### config.mk
export PLATFORM = sky130hd
export DESIGN_NAME = arcade_input_mapper
export DESIGN_NICKNAME = d
export VERILOG_FILES = /design/src/rtl/arcade_input_mapper.sv
export SDC_FILE = /design/constraint.sdc
export NUM_CORES = 1
export LEC_CHECK = 0
export BUFFER_PORTS_ARGS = -buffer_cell sky130_fd_sc_hd__buf_4
export CAP_MARGIN = 20
export CORE_ASPECT_RATIO = 1.4
export CORE_MARGIN = 3
export CORE_UTILIZATION = 56
export CTS_BUF_LIST = sky130_fd_sc_hd__clkbuf_16
export CTS_CLUSTER_DIAMETER = 80
export DETAILED_ROUTE_END_ITERATION = 16
export PLACE_DENSITY_LB_ADDON = 0.08
export RECOVER_POWER = 100
export SYNTH_ARGS = -nofsm -noshare
export SYNTH_HDL_FRONTEND = slang
export SYNTH_SLANG_ARGS = --single-unit
### constraint.sdc
create_clock -name clk_sys -period 3.22 [get_ports clk_sys]
set_input_delay 0.161 -clock clk_sys [delete_from_list [all_inputs] [get_ports clk_sys]]
set_output_delay 0.161 -clock clk_sys [all_outputs]
set_load 0.02 [all_outputs]
### src/rtl/arcade_input_mapper.sv
// Player-input front end: latches hps_io PS/2 key events, ORs them with joystick
// words, and adds fire-1 autofire and coin pulse stretching per player.
module arcade_input_mapper #(
  parameter int PLAYERS   = 2,
  parameter int AF_HALF   = 200000,
  parameter int COIN_HOLD = 1200000
) (
  input  logic                   clk_sys,
  input  logic                   reset_n,
  input  logic [10:0]            ps2_key,
  input  logic [16*PLAYERS-1:0]  joy_in,
  input  logic [PLAYERS-1:0]     autofire_en,
  output logic [8*PLAYERS-1:0]   btn,
  output logic                   btn_test
);

  localparam int AFW = $clog2(AF_HALF + 1);
  localparam int CW  = $clog2(COIN_HOLD + 1);

  // key_q layout: [7:0] P1 vector, [15:8] P2 vector (start2/coin2 at 14/15), [16] test
  logic        tog_q;
  logic [16:0] key_q;
  logic [16:0] key_hit;
  logic        key_evt;
  logic        ext;

  assign key_evt = ps2_key[10] ^ tog_q;
  assign ext     = ps2_key[8];

  always_comb begin
    key_hit = '0;
    case (ps2_key[7:0])
      8'h74:        key_hit[0]  = 1'b1;
      8'h6B:        key_hit[1]  = 1'b1;
      8'h72:        key_hit[2]  = 1'b1;
      8'h75:        key_hit[3]  = 1'b1;
      8'h29:        key_hit[4]  = !ext;
      8'h14:        key_hit[5]  = !ext;
      8'h16, 8'h05: key_hit[6]  = !ext;
      8'h2E:        key_hit[7]  = !ext;
      8'h34:        key_hit[8]  = !ext;
      8'h23:        key_hit[9]  = !ext;
      8'h2B:        key_hit[10] = !ext;
      8'h2D:        key_hit[11] = !ext;
      8'h1C:        key_hit[12] = !ext;
      8'h1B:        key_hit[13] = !ext;
      8'h1E, 8'h06: key_hit[14] = !ext;
      8'h36:        key_hit[15] = !ext;
      8'h2C:        key_hit[16] = !ext;
      default:      key_hit     = '0;
    endcase
  end

  // tog_q reloads during reset so that releasing reset never looks like an event
  always_ff @(posedge clk_sys) begin
    if (!reset_n) begin
      tog_q    <= ps2_key[10];
      key_q    <= '0;
      btn_test <= 1'b0;
    end else begin
      tog_q <= ps2_key[10];
      if (key_evt)
        key_q <= (key_q & ~key_hit) | (key_hit & {17{ps2_key[9]}});
      btn_test <= key_q[16];
    end
  end

  logic unused_keys;
  assign unused_keys = ^key_q;

  for (genvar p = 0; p < PLAYERS; p++) begin : g_player
    logic [7:0]     key_src;
    logic [7:0]     raw;
    logic [7:0]     btn_q;
    logic [AFW-1:0] af_cnt;
    logic           af_phase;
    logic [CW-1:0]  coin_cnt;
    logic           coin_q;
    logic           unused_joy;

    if (p == 0) begin : g_src0
      if (PLAYERS == 1) begin : g_solo
        assign key_src = key_q[7:0] | {key_q[15:14], 6'b0};
      end else begin : g_multi
        assign key_src = key_q[7:0];
      end
    end else if (p == 1) begin : g_src1
      assign key_src = key_q[15:8];
    end else begin : g_src_joy
      assign key_src = '0;
    end

    assign raw        = key_src | joy_in[16*p +: 8];
    assign unused_joy = ^joy_in[16*p+8 +: 8];
    assign btn[8*p +: 8] = btn_q;

    always_ff @(posedge clk_sys) begin
      if (!reset_n) begin
        af_cnt   <= '0;
        af_phase <= 1'b1;
        coin_cnt <= '0;
        coin_q   <= 1'b0;
        btn_q    <= '0;
      end else begin
        // phase restarts high on every fresh press and flips every AF_HALF held clocks
        if (!raw[4]) begin
          af_cnt   <= '0;
          af_phase <= 1'b1;
        end else if (af_cnt == AFW'(AF_HALF - 1)) begin
          af_cnt   <= '0;
          af_phase <= ~af_phase;
        end else begin
          af_cnt <= af_cnt + AFW'(1);
        end

        coin_q <= raw[7];
        if (raw[7] && !coin_q)
          coin_cnt <= CW'(COIN_HOLD);
        else if (coin_cnt != '0)
          coin_cnt <= coin_cnt - CW'(1);

        btn_q <= {raw[7] | (coin_cnt != '0),
                  raw[6:5],
                  autofire_en[p] ? (raw[4] & af_phase) : raw[4],
                  raw[3:0]};
      end
    end
  end

endmodule

==> impl_metrics.yaml, run 1 <==
route:
  drt-initial-drc-count: 133
  drt_wl_total_um: 11100
  post_drt_via_cell_ratio: 5.58
  wl_met2_um: 5840
  top_layer_used: "met4"
  wl_met3_um: 404
  detailroute.via_count: 4365
  wl_per_cell_um: 14.2
  drc: 0
  drtAntennaViolNets: 0
  routedLengthMet1_um: 4630
  drt_first_pass_iters: 5
synthesis:
  yosys.area.top_type: "dfxtp_1"
  synth-seq-cells: 117
  synth_nets: 646
  ys.flop_type: "dfxtp_1"
  synth_cells: 593
  synth-edff-count: 0
  avgSynthCellArea_sq_um: 8.76
  synthesis.area_sq_um: 5200
  netlist.area_leader.share_pct: 45.1
  async_flop_share_pct: 0
  ys_seq_area_share_pct: 45.1
  synth_cell_type_count: 59
  yosys_warnings: 0
  synthTopCellsByArea: "dfxtp_1 (45%), nor2_1 (8.8%), xnor2_1 (6.1%), xor2_1 (3.9%), mux2i_1 (2.9%)"
power:
  ir_worst_vdd_uv: 462
  leakagePower_nw: 2.39
  p_per_area_nw_per_um2: 606
global_route:
  grt_max_degree: 36
  grt_overflow: 0
  first_global_vias: 4248
  grt_pass1_wl_um: 19100
  grtUsageTotal_pct: 22.9
  grt_antenna_before_repair: 0
critical_path:
  worst_r2r_startpoint: "g_player[1].coin_cnt[0]"
  cp_num_cells: 7
  reg2reg_depth: 7
  cp_max_fo: 13
  worst_ep_arrival_time_ns: 2.74
  path_class: "register to register"
  setup.worst_path.end_class: "register"
  critPathRequiredTime_ns: 3.52
  crit_slowest_cell: "or4b_2"
  worstReg2RegEnd: "g_player[1].coin_cnt[1]"
  crit_chain: "inv_1, ha_1, or4b_2, nor3_4, nand3_1, mux2i_1, and2b_1"
  worstSetupStartpointType: "register"
  max_stage_delay_ns: 0.66
  reg2reg_slack_ns: 0.77
  path_buf_inv: 1
  critical_path.top_delay_family: "simple AND/OR/NAND/NOR gates"
place:
  dp.cells: 733
  dpl.hpwl_um: 7450
  port_buffers: 47
  gp_congestion: 0.851
outcome:
  violations: "max-capacitance violations, max-slew violations"
  outcome: "finished with violations"
timing:
  fin_tns_setup_ns: 0
  rsz0062_at_grt: "no"
  period_minus_slack_ns: 2.45
  min_period_over_period_pct: 76.0
  maxClockFrequency_ghz: 0.409
  worst-slew-pin-transition_ns: 1.60
  setup_viol: 0
  clock-skew-final_ns: 0.00546
  max_slew_margin_pct: -6.98
  hold_viol: 0
  drv_slew: 36
clock_tree:
  root_buffer: "clkbuf_16"
  h-tree-depth: 4
  post_cts_buffers: 0
  cts_buffer_depth: 2
  cts.sink_count: 117
  clkTransAtPathRegs_ns: 0.05
  cts_tree: "yes"
  numCtsBuffers: 17
  clk_latency_ns: 0.40
cells_and_area:
  diodes: 0
  instances_no_fill: 782
  layout-drive-gt1-share_pct: 9.19
  most-common-layout-cells: "nor2_1 (123), dfxtp_1 (117), nand2_1 (40)"
  layout_commonest_cell: "nor2_1"
  fin_nets: 716
  syn_to_final_growth_pct: 19.4
  fillers: 765
die:
  rows: 41
  die_h_um: 120
  core_area_sq_um: 9030
  die_width_um: 87.4
  ioPinCount: 64
  start_util_pct: 57.6
  die_area_sq_um: 10500
worst_hold_path:
  hold_start: "joy_in[7]"
  min_path_type: "input pin to register"
  min_to: "g_player[0].coin_q"
  hold_depth: 3
run:
  drv_cap: 1
-- what timing repair did --
action / in CTS / in global routing
hold buffers: 18 / 0
resized for setup: 0 / 0
endpoints found under the hold margin: 18 / 0
-- logic make-up after synthesis --
| family | after synthesis | synth area share, % |
|---|---|---|
| mux | 16 | 3.11 |
| compound gates | 63 | 7.99 |
| flops | 117 | 45.1 |
| fa+ha+maj | 6 | 1.44 |
| buf+inv | 29 | 2.41 |
| xor+xnor | 59 | 9.94 |
| simple gates | 303 | 30.0 |
-- how the worst max path moves through the flow --
| stage | from | to | slack (ns) |
|---|---|---|---|
| finish | g_player[1].coin_cnt[0] | g_player[1].coin_cnt[1] | 0.77 |
| global route | g_player[1].coin_cnt[0] | g_player[1].coin_cnt[1] | 0.58 |
| CTS | g_player[1].coin_cnt[0] | g_player[1].coin_cnt[1] | 0.83 |
| detailed placement | g_player[1].coin_cnt[0] | g_player[1].coin_cnt[1] | 0.87 |
| global placement | g_player[1].coin_cnt[0] | g_player[1].coin_cnt[1] | 0.88 |
| floorplan | g_player[1].coin_cnt[0] | g_player[1].coin_cnt[9] | 1.24 |
-- cell usage after synthesis, types with 2 or more instances --
master    count
a211oi_1      5
a21oi_1      23
and2_1        7
and3_1        6
and4_1        3
buf_6         2
clkbuf_1     14
dfxtp_1     117
ha_1          6
inv_1        11
mux2i_1      15
nand2_1      40
nand2b_1      6
nand3_1      20
nand3b_1      4
nand4_1      23
nand4b_1      3
nor2_1      122
nor2b_1       6
nor3_1       18
nor3b_1       3
nor4_1       11
nor4_2        2
nor4b_1       5
o211ai_1      3
o21a_1        7
o21ai_0       8
o21ai_1       2
o31a_1        3
o31ai_1       3
or2_2         3
or3_1         4
or4_1         5
xnor2_1      36
xor2_1       23
-- final cells by class --
class / count / area [sq um] / share of cell area, %
timing repair buffer: 68 / 477 / 7.68
inverter: 12 / 45.0 / 0.726
clock buffer: 17 / 425 / 6.86
clock inverter: 14 / 81.3 / 1.31
tap: 107 / 134 / 2.16
multi-input combinational: 447 / 2700 / 43.5
sequential: 117 / 2340 / 37.8
-- tightest hold or removal path, delay by kind of cell --
kind / cells / cell delay (ns)
buffers and inverters: 1 / 0.09
AND/OR/NAND/NOR: 2 / 0.15
-- per-stage QoR --
step	utilization (%)	setup WS, ns	cell area (sq um)	hold WS (ns)	power, W
final	68.7	0.774	6200	0.0293	0.00376
after global routing	68.7	0.576	6200	0.0588	0.00393
after CTS	69.9	0.830	6310	0.0122	0.00382
after detailed placement	62.3	0.871	5630	0.286	0.00218
after global placement	62.3	0.883	5630	0.284	0.00216
after floorplan	-	1.24	5200	0.189	0.00205
-- layer usage --
layer / vias to the layer above / track usage, %
met3: 21 / 6.52
met1: 2053 / 25.8
met5: - / 0
met4: 0 / 9.40
li1: 2218 / -
met2: 73 / 39.6
-- report_power, final --
group / internal, W / switching, W / leakage [nW]
clock network: 0.00102 / 0.000591 / 0.267
logic: 0.000237 / 0.000305 / 1.16
registers: 0.00153 / 0.0000813 / 0.956
Power figures use the tool's default switching activity.
==> run 2, diff against run 1 <==
ABC_AREA = 1   (was unset)
clock period = 2.36 ns   (was 3.22 ns; I/O delays follow)
==> run 2 against run 1 <==
Compared with the run above: the run now ends clean; combinational power increased by 56%; design area is 9.2% higher; register-to-register slack lost 0.23 ns; hold slack better by 0.027 ns; via count is 27% higher; power grew 43%; worst setup slack lost 0.23 ns; wire length grew 20%; clock-buffer cell count did not move; highest routed layer unchanged; synthesized cell count grew 43%.
==> impl_metrics.yaml, run 2 <==
timing:
  setup_viol: 0
  fin_tns_setup_ns: 0
  clock-skew-final_ns: 0.00781
  worst-slew-pin-transition_ns: 0.609
  max_slew_margin_pct: 59.1
  hold_viol: 0
  maxClockFrequency_ghz: 0.549
  timing.hold.ws_ns: 0.0562
  drv_slew: 0
  min_period_over_period_pct: 77.1
  period_minus_slack_ns: 1.82
  rsz0062_at_grt: "no"
synthesis:
  synth_cells: 848
  synthAdderAreaFrac_pct: 1.32
  synthTopCellsByArea: "dfxtp_1 (41%), nor2_1 (13%), nand2_1 (12%), nand3_1 (7.0%), inv_1 (6.0%)"
  synth_simple_gate_area_share_pct: 39.4
  synth-xor-area-share_pct: 4.28
  synth_cell_type_count: 28
  netlist.area_leader.share_pct: 41.1
  synth_top_family_by_area: "simple AND/OR/NAND/NOR gates"
  synth_nets: 901
  avgSynthCellArea_sq_um: 6.72
  yosys_warnings: 0
  synth-compound-area-share_pct: 6.67
  synth_mux_area_share_pct: 0
  ys.flop_type: "dfxtp_1"
  synthesis.area_sq_um: 5700
  synth-edff-count: 0
  synth-seq-cells: 117
  ys_seq_area_share_pct: 41.1
  yosys.area.top_type: "dfxtp_1"
  yosysMostFrequentCell: "nor2_1"
  async_flop_share_pct: 0
  ys_top_cells_by_count: "nor2_1 (192), nand2_1 (179), dfxtp_1 (117), inv_1 (91), nand3_1 (80)"
global_route:
  grtUsageTotal_pct: 24.5
  first_global_vias: 5458
  grt_antenna_before_repair: 0
  grt_overflow: 0
  grt_pass1_wl_um: 23400
  grt_max_degree: 34
worst_hold_path:
  hold_start: "ps2_key[9]"
  min_path_type: "input pin to register"
  hold_depth: 3
power:
  clockPowerShare_pct: 44.3
  leakagePower_nw: 2.91
  p_per_area_nw_per_um2: 796
  switchingPower_w: 0.00150
  swShare_pct: 27.8
  p_int_w: 0.00389
  p_comb_share_pct: 15.6
  power_w: 0.00539
  seqPwrFrac_pct: 40.1
  ir_worst_vdd_uv: 653
critical_path:
  path_buf_inv: 0
  reg2reg_depth: 6
  crit_slowest_cell: "dfxtp_1"
  worstReg2RegEnd: "g_player[0].af_cnt[7]"
  worstSetupStartpointType: "register"
  critPathRequiredTime_ns: 2.64
  crit_chain: "ha_1, nand3_1, nor3_1, nand3_2, nand2_2, nor2_1"
  path_class: "register to register"
  worst_ep_arrival_time_ns: 2.10
  max_stage_delay_ns: 0.44
  reg2reg_slack_ns: 0.54
  setup.worst_path.end_class: "register"
  critical_path.top_delay_family: "simple AND/OR/NAND/NOR gates"
  cp_max_fo: 17
  worst_r2r_startpoint: "g_player[0].af_cnt[0]"
clock_tree:
  clkTransAtPathRegs_ns: 0.05
  h-tree-depth: 4
  root_buffer: "clkbuf_16"
  post_cts_buffers: 0
  post_cts_resized: 0
  cts.sink_count: 117
  clk_latency_ns: 0.40
  cts_hold_buf: 17
  numCtsBuffers: 17
  cts_tree: "yes"
  cts_buffer_depth: 2
route:
  detailroute.via_count: 5562
  drt_wl_total_um: 13300
  wl_per_cell_um: 12.5
  drt_first_pass_iters: 6
  drc: 0
  post_drt_via_cell_ratio: 5.23
  drt-initial-drc-count: 282
  drtAntennaViolNets: 0
cells_and_area:
  final_core_util_pct: 70.1
  multi_input_area_sq_um: 2910
  fillers: 862
  layout-drive-gt1-share_pct: 7.94
  syn_to_final_growth_pct: 18.9
  layout_commonest_cell: "nor2_1"
  diodes: 0
  most-common-layout-cells: "nor2_1 (195), nand2_1 (180), dfxtp_1 (117)"
  regArea_sq_um: 2340
  design_area_sq_um: 6770
  fin_nets: 973
die:
  die_width_um: 91.3
  start_util_pct: 58.9
  rows: 42
  die_h_um: 125
  core_area_sq_um: 9670
  die_area_sq_um: 11400
  ioPinCount: 64
place:
  gp_congestion: 0.951
  port_buffers: 47
  placed_area_sq_um: 6160
  dpl.hpwl_um: 9360
run:
  drv_cap: 0
outcome:
  outcome: "finished, final reports clean"
## run 2: cell families (layout without fill, tap and decap cells)
kind of cell | after synthesis | in the layout
flops | 117 | 117
fa+ha+maj | 6 | 6
buf+inv | 104 | 188
compound gates | 75 | 75
simple gates | 519 | 519
xor+xnor | 27 | 27
## run 2: metrics by stage
stage	worst slack (ns)	instances
after floorplan	0.884	848
after global placement	0.667	1016
after detailed placement	0.631	1016
after CTS	0.607	1064
after global routing	0.359	1064
final	0.540	1064
## run 2: final cells by class
cell class                 count  area share (%)
clock inverter                14            1.77
inverter                      92            5.10
timing repair buffer          65            6.83
tap                          132            2.44
sequential                   117            34.6
multi-input combinational    627            43.0
clock buffer                  17            6.28
## run 2: power groups by stage
stage	Clock, W	Sequential [W]	Combinational, W
floorplan	0	0.00220	0.000610
global placement	0	0.00220	0.000806
detailed placement	0	0.00220	0.000828
CTS	0.00241	0.00216	0.000859
global route	0.00252	0.00217	0.000970
finish	0.00239	0.00216	0.000843
## run 2: worst max path at each step
stage | startpoint | endpoint | slack [ns] | cells past startpoint
global route | g_player[1].af_cnt[0] | g_player[1].af_cnt[2] | 0.36 | 8
floorplan | g_player[0].af_cnt[0] | g_player[0].af_cnt[13] | 0.88 | 7
finish | g_player[0].af_cnt[0] | g_player[0].af_cnt[7] | 0.54 | 6
global placement | g_player[1].coin_cnt[0] | g_player[1].coin_cnt[9] | 0.67 | 7
detailed placement | g_player[1].coin_cnt[0] | g_player[1].coin_cnt[7] | 0.63 | 7
CTS | g_player[1].coin_cnt[0] | g_player[1].coin_cnt[7] | 0.61 | 7
## run 2: worst register-to-register path, stage by stage, from the launching register on
cell     delay [ns]
dfxtp_1        0.44
ha_1           0.23
nand3_1        0.19
nor3_1         0.30
nand3_2        0.15
nand2_2        0.29
nor2_1         0.10
## run 2: metal layers
metal	wire length [um]	up-vias	GRT usage, %
met1	5760	2517	28.6
met4	340	0	9.86
met2	6630	154	42.9
met3	608	37	5.77
met5	0	-	0
li1	-	2854	-
